===== config.mk =====
export PLATFORM = sky130hd
export DESIGN_NAME = score_tally
export DESIGN_NICKNAME = d
export VERILOG_FILES = /design/src/rtl/turf_pkg.sv /design/src/rtl/rank_sorter.sv /design/src/rtl/score_tally.sv
export SDC_FILE = /design/constraint.sdc
export NUM_CORES = 1
export LEC_CHECK = 0
export ABC_AREA = 1
export ABC_CLOCK_PERIOD_IN_PS = 8250
export BUFFER_PORTS_ARGS = -buffer_cell sky130_fd_sc_hd__buf_2
export CORE_UTILIZATION = 55
export DETAILED_ROUTE_END_ITERATION = 10
export GPL_ROUTABILITY_DRIVEN = 0
export PLACE_DENSITY = 0.74
export REMOVE_ABC_BUFFERS = 1
export SYNTH_ARGS = -nofsm -noshare
export SYNTH_HDL_FRONTEND = slang
export SYNTH_SLANG_ARGS = --single-unit
export TNS_END_PERCENT = 1

===== constraint.sdc =====
create_clock -name CLOCK_50 -period 8.25 [get_ports CLOCK_50]
set_input_delay 1.65 -clock CLOCK_50 [delete_from_list [all_inputs] [get_ports CLOCK_50]]
set_output_delay 1.65 -clock CLOCK_50 [all_outputs]
set_load 0.01 [all_outputs]

===== src/rtl/turf_pkg.sv =====
// Shared definitions for the territory game: player colours, screen geometry,
// count width and the scoring-stage state/entry types.
package turf_pkg;

  localparam logic [2:0] BLACK  = 3'b000;
  localparam logic [2:0] P1_COL = 3'b001;
  localparam logic [2:0] P2_COL = 3'b010;
  localparam logic [2:0] P3_COL = 3'b100;
  localparam logic [2:0] P4_COL = 3'b110;

  localparam int unsigned SCREEN_W     = 160;
  localparam int unsigned SCREEN_H     = 120;
  localparam int unsigned TOTAL_PIXELS = SCREEN_W * SCREEN_H;
  localparam int unsigned CNT_W        = 15;
  localparam int unsigned NUM_PLAYERS  = 4;
  localparam int unsigned SORT_STEPS   = 6;

  typedef logic [CNT_W-1:0] count_t;

  typedef struct packed {
    count_t     count;
    logic [2:0] colour;
  } rank_entry_t;

  typedef enum logic [1:0] {
    S_IDLE,
    S_SCAN,
    S_SORT,
    S_DONE
  } tally_state_t;

  function automatic logic [2:0] player_colour(input logic [1:0] idx);
    case (idx)
      2'd0:    player_colour = P1_COL;
      2'd1:    player_colour = P2_COL;
      2'd2:    player_colour = P3_COL;
      default: player_colour = P4_COL;
    endcase
  endfunction

  // Left index of the pair compared at each bubble-sort step.
  function automatic logic [1:0] pair_lo(input logic [2:0] step_idx);
    case (step_idx)
      3'd1:    pair_lo = 2'd1;
      3'd2:    pair_lo = 2'd2;
      3'd4:    pair_lo = 2'd1;
      default: pair_lo = 2'd0;
    endcase
  endfunction

endpackage


===== src/rtl/rank_sorter.sv =====
// Four-entry {count, colour} ranker: one compare-and-swap per step over a
// fixed six-step bubble schedule, descending by count, ties kept in order.
module rank_sorter
  import turf_pkg::*;
(
  input  logic                         CLOCK_50,
  input  logic                         resetn,
  input  logic                         load,
  input  logic [NUM_PLAYERS*CNT_W-1:0] load_counts,
  input  logic                         step,
  output logic                         sorted,
  output logic [11:0]                  colours
);

  rank_entry_t ent [NUM_PLAYERS];
  logic [2:0]  step_cnt;
  logic [1:0]  lo;
  logic [1:0]  hi;

  assign lo = pair_lo(step_cnt);
  assign hi = lo + 2'd1;

  always_ff @(posedge CLOCK_50 or negedge resetn) begin
    if (!resetn) begin
      for (int unsigned i = 0; i < NUM_PLAYERS; i++) begin
        ent[i] <= '{count: '0, colour: player_colour(2'(i))};
      end
      step_cnt <= '0;
      sorted   <= 1'b0;
    end else if (load) begin
      for (int unsigned i = 0; i < NUM_PLAYERS; i++) begin
        ent[i] <= '{count: load_counts[i*CNT_W +: CNT_W], colour: player_colour(2'(i))};
      end
      step_cnt <= '0;
      sorted   <= 1'b0;
    end else if (step && step_cnt != 3'(SORT_STEPS)) begin
      // Strictly-greater swap keeps equal counts in player order.
      if (ent[hi].count > ent[lo].count) begin
        ent[lo] <= ent[hi];
        ent[hi] <= ent[lo];
      end
      step_cnt <= step_cnt + 3'd1;
      sorted   <= (step_cnt == 3'(SORT_STEPS - 1));
    end
  end

  assign colours = {ent[0].colour, ent[1].colour, ent[2].colour, ent[3].colour};

endmodule


===== src/rtl/score_tally.sv =====
// End-of-game scoring: scans the territory RAM, counts pixels per player and
// ranks the players for the podium renderer.
module score_tally
  import turf_pkg::*;
#(
  parameter int unsigned SCREEN_W = turf_pkg::SCREEN_W,
  parameter int unsigned SCREEN_H = turf_pkg::SCREEN_H
) (
  input  logic        CLOCK_50,
  input  logic        resetn,
  input  logic        start,
  output logic [14:0] ram_address,
  input  logic [2:0]  ram_q,
  output logic [14:0] p1_count,
  output logic [14:0] p2_count,
  output logic [14:0] p3_count,
  output logic [14:0] p4_count,
  output logic [11:0] ordered_colours,
  output logic        done_ordering,
  output logic        busy
);

  localparam logic [7:0] X_LAST = 8'(SCREEN_W - 1);
  localparam logic [6:0] Y_LAST = 7'(SCREEN_H - 1);

  tally_state_t state;
  logic [7:0]   x, x_nxt;
  logic [6:0]   y, y_nxt;
  logic         scan_valid;
  count_t       cnt     [NUM_PLAYERS];
  count_t       cnt_nxt [NUM_PLAYERS];
  logic         start_ok, scan_last, sort_load, sort_step, sorted;
  logic [NUM_PLAYERS*CNT_W-1:0] load_counts;
  logic [11:0]  sorted_colours;

  always_comb begin
    start_ok  = start && (state == S_IDLE || state == S_DONE);
    scan_last = (state == S_SCAN) && (x == X_LAST) && (y == Y_LAST);
    x_nxt = x;
    y_nxt = y + 7'd1;
    if (y == Y_LAST) begin
      y_nxt = '0;
      x_nxt = x + 8'd1;
    end
    for (int unsigned i = 0; i < NUM_PLAYERS; i++) cnt_nxt[i] = cnt[i];
    if (state == S_SCAN && scan_valid) begin
      case (ram_q)
        P1_COL:  cnt_nxt[0] = cnt[0] + 15'd1;
        P2_COL:  cnt_nxt[1] = cnt[1] + 15'd1;
        P3_COL:  cnt_nxt[2] = cnt[2] + 15'd1;
        P4_COL:  cnt_nxt[3] = cnt[3] + 15'd1;
        default: ;
      endcase
    end
    // The sorter is loaded with zeros on start, then with the final counts
    // (including the last pixel, counted on the same edge) as SCAN ends.
    sort_load   = start_ok || scan_last;
    load_counts = '0;
    if (scan_last) begin
      for (int unsigned i = 0; i < NUM_PLAYERS; i++) load_counts[i*CNT_W +: CNT_W] = cnt_nxt[i];
    end
    sort_step = (state == S_SORT) && !sorted;
  end

  always_ff @(posedge CLOCK_50 or negedge resetn) begin
    if (!resetn) begin
      state           <= S_IDLE;
      x               <= '0;
      y               <= '0;
      scan_valid      <= 1'b0;
      ram_address     <= '0;
      for (int unsigned i = 0; i < NUM_PLAYERS; i++) cnt[i] <= '0;
      ordered_colours <= {P1_COL, P2_COL, P3_COL, P4_COL};
      done_ordering   <= 1'b0;
      busy            <= 1'b0;
    end else begin
      case (state)
        S_IDLE, S_DONE: begin
          if (start) begin
            state         <= S_SCAN;
            x             <= '0;
            y             <= '0;
            ram_address   <= '0;
            scan_valid    <= 1'b1;
            for (int unsigned i = 0; i < NUM_PLAYERS; i++) cnt[i] <= '0;
            done_ordering <= 1'b0;
            busy          <= 1'b1;
          end
        end
        S_SCAN: begin
          for (int unsigned i = 0; i < NUM_PLAYERS; i++) cnt[i] <= cnt_nxt[i];
          if (scan_last) begin
            state      <= S_SORT;
            scan_valid <= 1'b0;
          end else begin
            x           <= x_nxt;
            y           <= y_nxt;
            ram_address <= {x_nxt, y_nxt};
          end
        end
        S_SORT: begin
          if (sorted) begin
            state           <= S_DONE;
            ordered_colours <= sorted_colours;
            done_ordering   <= 1'b1;
            busy            <= 1'b0;
          end
        end
        default: state <= S_IDLE;
      endcase
    end
  end

  assign p1_count = cnt[0];
  assign p2_count = cnt[1];
  assign p3_count = cnt[2];
  assign p4_count = cnt[3];

  rank_sorter u_rank_sorter (
    .CLOCK_50    (CLOCK_50),
    .resetn      (resetn),
    .load        (sort_load),
    .load_counts (load_counts),
    .step        (sort_step),
    .sorted      (sorted),
    .colours     (sorted_colours)
  );

endmodule


Word level (Yosys, flattened, before mapping)
Index checks and enable logic that the tools add are counted.
{ "totals": {"input_bits": 6, "regBits": 183, "out_inout_bits": 89, "elab_cells": 131} }
{ "classes": {"reduce_logical": 25, "n_bitwise": 2, "magnitude_cmp": 5, "muxes": 51, "n_eq_ne": 18, "add_sub_neg": 8} }
{ "ops": {"columns": ["op", "count"], "rows": [
  ["2-to-1 mux 72 bit", 3],
  ["2-to-1 mux 60 bit", 3],
  ["bitwise mux 72 bit", 2],
  ["one-hot mux 60 bit (2 select lines)", 1],
  ["2-to-1 mux 18 bit", 6],
  ["2-to-1 mux 15 bit", 6],
  ["binary-select mux 18 bit (select 2 bit)", 2],
  ["demux 18 bit (select 2 bit)", 2],
  ["adder 15 x 1 -> 15 bit (second input constant)", 4],
  ["one-hot mux 15 bit (2 select lines)", 1],
  ["2-to-1 mux 8 bit", 3],
  ["2-to-1 mux 7 bit", 3],
  ["one-hot mux 8 bit (2 select lines)", 1],
  ["> comparator 15 bit", 1],
  ["one-hot mux 7 bit (2 select lines)", 1],
  ["== test 3 bit (second input constant)", 4],
  ["AND reduction 3 bit", 4],
  ["adder 8 x 1 -> 8 bit (second input constant)", 1],
  ["== test 8 bit (second input constant)", 1],
  ["logical AND 1 bit", 8],
  ["nonzero test 2 bit", 4],
  ["adder 7 x 1 -> 7 bit (second input constant)", 1],
  ["== test 7 bit (second input constant)", 1],
  ["2-to-1 mux 1 bit", 7],
  ["22 further kinds", 39]
]} }

Longest topological paths before layout
{ "depth": {"depth_word": 13, "mapped_depth": 27, "mapped_depth_nobuf": 25} }

Modules after synthesis
Synthesis repeated with hierarchy kept, for this count alone.
{ "unflattened": {"hier_cells": 1978, "area_unflattened_um2": 12748.5} }
{ "modules_own_cells": {"columns": ["mod", "area_per_inst_um2", "n_inst", "cells_per_inst", "seq_area_each_um2"], "rows": [
  ["rank_sorter", 6929.1, 1, 1144, 1908.1],
  ["score_tally", 5819.3, 1, 834, 2308.5]
]} }

Worst setup path before layout
No wires, ideal clock.
{ "synth_path": {"kind": "register to register", "start": "reg u_rank_sorter.step_cnt[0]", "end": "reg u_rank_sorter.ent (netlist bit u_rank_sorter.colours[10])", "required_time_ns": 8.134, "arrival_time_ns": 3.583, "n_path_buf": 3, "setup_slack_ns": 4.551, "path_stages_with_launch": 27, "cell_sequence": "dfrtp_1 -> inv_1 -> ha_1 -> inv_1 -> nand2_1 -> nand2_1 -> buf_2 -> ha_1 -> clkinv_1 -> nand2_2 -> inv_2 -> buf_4 -> nand3_1 -> nand2_1 -> ha_1 -> nand2_1 -> nor2_1 -> nand4_1 -> inv_1 -> nand2_1 -> nand2_1 -> nand2_2 -> nand2_1 -> nand2_2 -> buf_4 -> nand2_1 -> nand2_1"} }
{ "synth_via": {"elab_chain_cells": 13, "word_cells_on_any_way": 35, "classes_between": "1 x add/sub; 5 x order compare; 4 x eq/ne; 16 x mux; 2 x bitwise; 7 x reduce/logical"} }
{ "synth_lines": {"columns": ["item", "line_no", "rtl"], "rows": [
  ["start, declared", "rank_sorter.sv:16", "logic [2:0] step_cnt;"],
  ["start signal, assigned", "rank_sorter.sv:42", "step_cnt <= step_cnt + 3'd1;"],
  ["branches (longest 13 deep; another with > comparator 15 bit)", null, null],
  ["end signal, assigned by index", "rank_sorter.sv:32", "ent[i] <= '{count: load_counts[i*CNT_W +: CNT_W], colour: player_colour(2'(i))};"],
  ["end signal, assigned by index", "rank_sorter.sv:39", "ent[lo] <= ent[hi];"],
  ["end signal, assigned by index", "rank_sorter.sv:40", "ent[hi] <= ent[lo];"],
  ["end, declared", "rank_sorter.sv:15", "rank_entry_t ent [NUM_PLAYERS];"]
]} }
Parallel ways; which one is timed is not known. The select of a mux whose other input is x is not followed.
A chain may end at the register's enable or synchronous reset.

Worst setup path after layout
{ "layout_path": {"start": "reg u_rank_sorter.step_cnt[0]", "end": "reg u_rank_sorter.ent[13] in the netlist's numbering"} }
The elaborated chain is that of the path after synthesis.

==> results.yml <==
route:
  dr.first_iter.drc_count: 1385
  routed-via-count: 12300
  drc: 0
  dr.pass1.iters: 6
  vias_per_cell: 5.79
  finalWirelength_um: 36400
  drt-wirelength-per-cell_um: 17.2
  ant_nets: 0
placed_design:
  dp_hpwl_um: 25900
  place_ws_ps: 3240
  io_buffer_count: 94
  place_area_um2: 12200
clock_tree:
  clockRootBuffer: "clkbuf_16"
  cts_tree: "built"
  hold_buffers: 0
  clk_pin_slew_ps: 70
  clockBufferDepth: 2
  post_cts_buffers: 0
  cts-htree-levels: 4
  numCtsBuffers: 17
  cts.sinks: 168
  cts-resized-gates: 0
  clk_latency_ps: 440
die:
  dieArea_um2: 21800
  core-area_um2: 20600
  start_util_pct: 56.8
  die_x_um: 148
  io_pins: 95
  rows: 52
  die_h_um: 148
synthesis:
  synth_ff_type: "dfrtp_1"
  synth_common_cells: "nand2_1 (751), nand3_1 (245), dfrtp_1 (158), inv_1 (141), o21ai_0 (128)"
  syn_area_um2: 11700
  synthMostInstantiatedCell: "nand2_1"
  syn_avg_cell_area_um2: 6.58
  syn_inst: 1777
  yosysTopAreaCell: "dfrtp_1"
  yosysTopAreaCellShare_pct: 33.8
  async_flop_share_pct: 100
  synth.distinct_cells: 39
  synth_edf_count: 0
  synth_area_leaders: "dfrtp_1 (34%), nand2_1 (24%), nand3_1 (10%)"
  ys_ff_latch: 168
  yosysWarnings: 0
  ys_seq_area_share_pct: 36.1
cells_and_area:
  drive_above_1_share_pct: 10.1
  area_growth_pct: 10.1
  design_area_um2: 12900
  fin_nets: 1875
  multi_input_area_um2: 6600
  regArea_um2: 4220
  antenna_cells: 0
  fillCellCount: 1956
sta:
  layout_min_cycle_time_ps: 5180
  fin_worst_skew_ps: 16.0
  rsz0062_at_grt: "no"
  setup_tns_ps: 0
  hold_ws_ps: 472
  maxSlewHeadroom_pct: 12.2
  maxSlewViolCount: 0
  finalSetupViolations: 0
  setup_slack_ps: 3070
  worstMarginPinSlew_ps: 1310
  hold_viol_final: 0
  fin_crit_sh_pct: 62.8
  maxClockFrequency_mhz: 193
power:
  leakage_nw: 6.51
  power_density_nw_per_um2: 429
  irDropWorstVdd_mv: 0.259
worst_setup_path:
  worstPathArrival_ps: 5560
  crit_path_end_kind: "flop"
  startpoint_type: "flop"
  worstSetupPathType: "flop to flop"
  worst_ep_required_time_ps: 8620
  worstPathMaxFanout: 36
run:
  maxCapViolCount: 0
global_routing:
  grt_pass1_wl_um: 58800
  met1_usage_pct: 46.4
  grt_pass1_vias: 11500
  antenna_found_initial: 0
  use_met3_pct: 7.90
  grt_usage_pct: 34.4
  top_usage_layer: "met2"
  grt_max_degree: 102
  overflow: 0
  met2_usage_pct: 52.4
run_status:
  status: "complete, no violations"
hold_path:
  hold_class: "flop to flop"
metrics by stage:
step                instances  utilization (%)  power [mW]
CTS                      2116             62.6        5.43
global placement         2085             59.6        4.49
finish                   2116             62.6        5.52
floorplan                1714                -        3.47
detailed placement       2085             59.6        4.56
global route             2116             62.6        5.93
layout make-up:
class	count	share of cell area, %
Timing Repair Buffer	101	4.12
Clock inverter	12	1.27
Inverter	149	4.35
Clock buffer	19	3.52
Multi-Input combinational cell	1397	51.3
Sequential cell	168	32.8
Tap cell	270	2.63
cell families after synthesis:
logic type	share of synthesized area [%]
mux	0.867
fa+ha+maj	3.75
buf+inv	7.63
compound gates	8.50
flops	36.1
simple gates	41.2
xor+xnor	1.95
sequential cells by signal (all words and copies together), names as in the netlist:
register                cells
u_rank_sorter.step_cnt      3
ordered_colours            12
state                       2
busy                        1
ram_address                14
p1_count                   15
u_rank_sorter.sorted        1
u_rank_sorter.ent          60
p3_count                   15
x                           1
p2_count                   15
done_ordering               1
scan_valid                  1
u_rank_sorter.colours      12
p4_count                   15
report_power, final:
group | internal [mW] | switching (mW)
Combinational | 0.912 | 2.36
Sequential | 1.10 | 0.293
Clock | 0.496 | 0.353
Total | 2.51 | 3.01
metal layers:
metal	vias to the layer above	part of all wire, %
met5	-	0
met4	0	4.0
met3	110	9.0
met2	601	45
met1	5704	42
li1	5841	-
placed cells by master, fill, tap and decap left out, types with 11 or more instances in the layout:
cell and count:
a21oi_1 27, and2_1 13, buf_2 93, clkbuf_16 17, dfrtp_1 158, ha_1 35
inv_1 141, nand2_1 751, nand3_1 245, nand4_1 28, nor2_1 63, nor3_1 16
o21ai_0 128, o21ai_1 11, xor2_1 25
path summary, 6_finish.rpt:
path / start / end / slack, ps / cells after the start
setup reg to reg: u_rank_sorter.step_cnt[0] / u_rank_sorter.ent[13] / 3070 / 23
hold reg to reg: u_rank_sorter.colours[1] / u_rank_sorter.colours[1] / 470 / 2
setup / recovery: u_rank_sorter.step_cnt[0] / u_rank_sorter.ent[13] / 3070 / 23
max in group asynchronous: resetn / u_rank_sorter.ent[39] / 5480 / 2
hold / removal: u_rank_sorter.colours[1] / u_rank_sorter.colours[1] / 470 / 2
min in group asynchronous: resetn / p3_count[0] / 1290 / 1
critical path: stages, from the launching register on:
cell      delay [ps]
dfrtp_1          400
inv_1            120
ha_1             230
inv_1             60
nand2_1           40
nand2_1           70
buf_4            370
ha_1             520
clkinv_1         380
nand2_2          430
inv_2            260
nand3_1          240
nand2_1           80
ha_1             310
nand2_1           80
nor2_1           160
nand4_1          130
nor2_1           110
nor2_1            60
nand2_2          220
nand2_1          190
nand2_2          420
nand2_1          120
nand2_1          110
(Power assumes the default switching activity.)
